<file path="src/rtl/rf_wb_queue.sv">
`default_nettype none
// ============================================================================
//  Module      : rf_wb_queue
//  Description : Register-file writeback queue. Merges ALU and load results
//                into a circular FIFO, with the load source taking priority.
//                The head entry is retired to the register-file write port
//                every cycle the queue is occupied. Also provides
//                pending-write hazard queries and a conflict flag for
//                same-register, same-cycle offers.
//  Revision    : 1.0 - initial release
// ============================================================================
module rf_wb_queue #(
   parameter int DEPTH = 4
) (
   input  logic                       clk,
   input  logic                       rst,
   input  logic                       alu_valid,
   input  logic [2:0]                 alu_reg,
   input  logic [15:0]                alu_data,
   output logic                       alu_ready,
   input  logic                       mem_valid,
   input  logic [2:0]                 mem_reg,
   input  logic [15:0]                mem_data,
   output logic                       mem_ready,
   output logic                       write,
   output logic [2:0]                 writeregsel,
   output logic [15:0]                writedata,
   input  logic [2:0]                 q1sel,
   input  logic [2:0]                 q2sel,
   output logic                       q1pend,
   output logic                       q2pend,
   output logic [$clog2(DEPTH):0]     count,
   output logic                       err
);

   localparam int             AW         = $clog2(DEPTH);
   localparam logic [AW:0]    FULL_COUNT = (AW+1)'(DEPTH);

   logic [2:0]    q_reg  [DEPTH];
   logic [15:0]   q_data [DEPTH];
   logic [AW-1:0] head;
   logic [AW-1:0] tail;
   logic          full;
   logic          enq;
   logic          deq;
   logic [2:0]    enq_reg;
   logic [15:0]   enq_data;
   logic [DEPTH-1:0] occupied;

   assign full      = (count == FULL_COUNT);
   assign mem_ready = mem_valid & ~full;
   assign alu_ready = alu_valid & ~full & ~mem_valid;
   assign enq       = mem_ready | alu_ready;
   assign enq_reg   = mem_valid ? mem_reg  : alu_reg;
   assign enq_data  = mem_valid ? mem_data : alu_data;

   // The register file always accepts the write, so an occupied head retires every cycle.
   assign deq         = (count != '0);
   assign write       = deq;
   assign writeregsel = deq ? q_reg[head]  : 3'd0;
   assign writedata   = deq ? q_data[head] : 16'd0;

   // An entry is live when its distance from head (modulo DEPTH) is below count.
   generate
      for (genvar i = 0; i < DEPTH; i++) begin : g_occ
         assign occupied[i] = ({1'b0, AW'(i) - head} < count);
      end
   endgenerate

   // Hazard queries: any live entry, head included, targeting the queried register.
   always_comb begin
      q1pend = 1'b0;
      q2pend = 1'b0;
      for (int i = 0; i < DEPTH; i++) begin
         if (occupied[i] && (q_reg[i] == q1sel)) q1pend = 1'b1;
         if (occupied[i] && (q_reg[i] == q2sel)) q2pend = 1'b1;
      end
   end

   // Entry storage; contents are don't-care while unoccupied, so no reset is needed.
   always_ff @(posedge clk) begin
      if (enq) begin
         q_reg[tail]  <= enq_reg;
         q_data[tail] <= enq_data;
      end
   end

   // Pointer, occupancy and conflict-flag state.
   always_ff @(posedge clk) begin
      if (rst) begin
         head  <= '0;
         tail  <= '0;
         count <= '0;
         err   <= 1'b0;
      end else begin
         if (enq) tail <= tail + 1'b1;
         if (deq) head <= head + 1'b1;
         case ({enq, deq})
            2'b10:   count <= count + 1'b1;
            2'b01:   count <= count - 1'b1;
            default: count <= count;
         endcase
         err <= alu_valid & mem_valid & (alu_reg == mem_reg);
      end
   end

endmodule
`default_nettype wire
</file>
<file path="config.mk">
export PLATFORM = sky130hd
export DESIGN_NAME = rf_wb_queue
export DESIGN_NICKNAME = d
export VERILOG_FILES = /design/src/rtl/rf_wb_queue.sv
export SDC_FILE = /design/constraint.sdc
export NUM_CORES = 1
export LEC_CHECK = 0
export ABC_CLOCK_PERIOD_IN_PS = 4800
export BUFFER_PORTS_ARGS = -buffer_cell sky130_fd_sc_hd__buf_2
export CAP_MARGIN = 20
export CORE_MARGIN = 8
export CORE_UTILIZATION = 24
export CTS_BUF_LIST = sky130_fd_sc_hd__clkbuf_8
export DETAILED_ROUTE_END_ITERATION = 8
export PLACE_DENSITY_LB_ADDON = 0.3
export SYNTH_ARGS = -nofsm -noshare
export SYNTH_HDL_FRONTEND = slang
export SYNTH_SLANG_ARGS = --single-unit
</file>
<file path="constraint.sdc">
create_clock -name clk -period 4.8 [get_ports clk]
set_input_delay 0.48 -clock clk [delete_from_list [all_inputs] [get_ports clk]]
set_output_delay 0.48 -clock clk [all_outputs]
set_load 0.01 [all_outputs]
</file>
==> results.toml <==
[outcome]
run_status = "completed"

[sta]
fin_tns_setup_ps = 0
setup_viol = 0
layout_setup_ws_ps = 2120
min_period_ps = 2680
slew_headroom = 0.355
period_share = 0.558
tightest_slew_ps = 967
hold_ws_ps = 402
fin_skew_ps = 13.6
drv_slew = 0
max_freq_mhz = 374
rsz0062_at_grt = "no"
hold_viol_final = 0

[die]
dieArea_mm2 = 0.0214
chipWidth_um = 146
coreArea_mm2 = 0.0166
fp.dieH_um = 146
num_rows = 47
initial_core_util = 0.245
io_pins = 76

[critical_path]
required_ps = 4320
startpoint_type = "flip-flop"
path_class = "reg2out"
crit_start = "head[0]"
cpMaxStageDelayCell = "dfxtp_1"
timing.rr.start = "count[0]"
path_cells = "xnor2_1 -> inv_1 -> ha_1 -> a21oi_1 -> nor2_1 -> nor4_1 -> a211o_1 -> buf_2"
worstPathArrival_ps = 2200
cp_max_fo = 7
endpoint_kind = "output pin"
crit_path_max_incr_delay_ps = 460

[placement]
portBuffers = 75
placed_cells = 537
place_hpwl_um = 6860
dp_slack_ps = 2130
gp_congestion = 0.788

[global_routing]
grt_pass1_vias = 2505
grt_usage = 0.0885
grt_pass1_wl_um = 14100
grt.overflow.total = 0
grt_max_degree = 25
antenna_found_initial = 0

[cells_and_area]
largest_register_ffs = 64
drive_above_1_share = 0.408
area_delta_synth_final_pct = 20.0
nets = 386
n_fill_cell = 1717
multi_input_area_mm2 = 0.00149
seq_area_mm2 = 0.00248
final_cells = 553
n_antenna_cell = 0

[cts]
clockRootBuffer = "clkbuf_8"
cts.htree.levels = 3
ctsLongestPathBuffers = 2
cts_sinks = 86
post_cts_buffers = 0
cts_inserted_buffers = 9
clk_pin_slew_ps = 80
cts_resized = 0
cts_tree = "built"
cts_hold_buf = 0
clkLatencyLatePin_ps = 370

[synthesis]
synth_fp_nets = 307
synth.distinct_cells = 35
yosysSeqAreaShare = 0.610
yosys-top-cells-area = "edfxtp_1 (56%), mux4_2 (7.2%), mux2_2 (5.3%)"
synth-seq-cells = 86
synth_top_area_share = 0.561
ys.warnings.count = 0
yosysTopAreaCell = "edfxtp_1"
avgSynthCellArea_um2 = 16.3
synth_area_mm2 = 0.00407
postSynthCellCount = 249

[job]
drv_cap = 0

[pwr]
p_leak_nw = 1.79
p_per_area_mw_per_mm2 = 538
p_total_mw = 2.63
peakVddDrop_mv = 0.153

[hold_path]
worstHoldPathType = "in2reg"
hold_path.startpoint = "rst"

[routing]
drc = 0
drtIter0Drc = 176
vias_per_cell = 4.25
wl_um = 9390
vias = 2350
post_drt_wl_per_cell_um = 17.0
firstDrtPassIters = 4
ant_nets = 0
## layer usage
layer,vias to the layer above,global-route usage,part of all wire
li1,1099,-,-
met1,1150,0.101,0.42
met2,81,0.147,0.50
met3,20,0.0250,0.034
met4,0,0.0500,0.039
met5,-,0,0
## power breakdown
part	total [mW]	internal (mW)	switching [mW]
Clock	0.509	0.241	0.268
Combinational	0.973	0.448	0.526
Sequential	1.15	1.02	0.125
## worst paths after layout
path                            cells after the start  endpoint  slack [ps]
worst max-delay path                                8    q1pend        2120
worst min-delay path                                2  count[2]         400
worst max register to register                      7  count[2]        2140
worst min register to register                      2  count[1]         540
## critical path, delay by kind of cell, from the launching register on
family | cells | cell delay [ps]
AOI/OAI and AO/OA | 2 | 320
buffers and inverters | 2 | 210
DFF | 1 | 460
xor gates and xnor gates | 1 | 180
and+or+nand+nor | 2 | 390
adders and majority gates | 1 | 270
## cell families after synthesis
family | Yosys count | share of synthesized area
simple gates | 47 | 0.0682
compound gates | 16 | 0.0280
fa+ha+maj | 10 | 0.0326
flops | 86 | 0.610
buf+inv | 19 | 0.0267
mux | 39 | 0.166
xor+xnor | 32 | 0.0689
## per-stage QoR
step,utilization,instance area [um^2]
after floorplan,-,4070
after detailed placement,0.283,4690
final,0.294,4880
after global placement,0.283,4690
after global routing,0.294,4880
after CTS,0.294,4880
## layout by cell type, fill, tap and decap left out, types with 2 or more instances in the layout
cell / netlist / final
a211o_1: 2 / 2
a21oi_1: 5 / 5
and2_1: 20 / 20
buf_2: 5 / 75
buf_4: 0 / 5
clkbuf_8: 0 / 9
clkinv_4: 0 / 2
dfxtp_1: 10 / 9
edfxtp_1: 76 / 76
ha_1: 9 / 9
inv_1: 7 / 7
mux2_2: 19 / 19
mux4_1: 6 / 6
mux4_2: 13 / 13
nand3_1: 2 / 2
nand4_1: 2 / 2
nor2_1: 9 / 9
nor2b_2: 0 / 4
nor3_1: 3 / 3
nor4_1: 2 / 2
o21bai_1: 2 / 2
o41ai_1: 2 / 2
or3_1: 2 / 2
xnor2_1: 10 / 10
xor2_1: 22 / 22
## synth_stat cells
cell type  number
buf_2           5
nor2b_1         4
buf_6           2
nand4_1         2
o21bai_1        2
xor2_1         22
ha_1            9
buf_12          1
mux2i_1         1
o21ai_0         1
inv_1           7
nand2b_4        1
a21boi_0        1
a21o_2          1
clkbuf_1        4
and3b_1         1
mux4_2         13
a211o_1         2
nand3_1         2
nor4_1          2
mux2_2         19
a21oi_2         1
dfxtp_1        10
edfxtp_1       76
or3_1           2
nand4b_1        1
xnor2_1        10
a21oi_1         5
and2_1         20
nor2_1          9
fa_1            1
nor3_1          3
o41ai_1         2
o21ai_2         1
mux4_1          6
## cell type report
class | count | area share
inverter | 7 | 0.00538
clock buffer | 9 | 0.0254
tap | 220 | 0.0564
timing repair buffer | 80 | 0.0846
sequential | 86 | 0.509
multi-input combinational | 144 | 0.305
clock inverter | 7 | 0.0149
(Power assumes the default switching activity.)
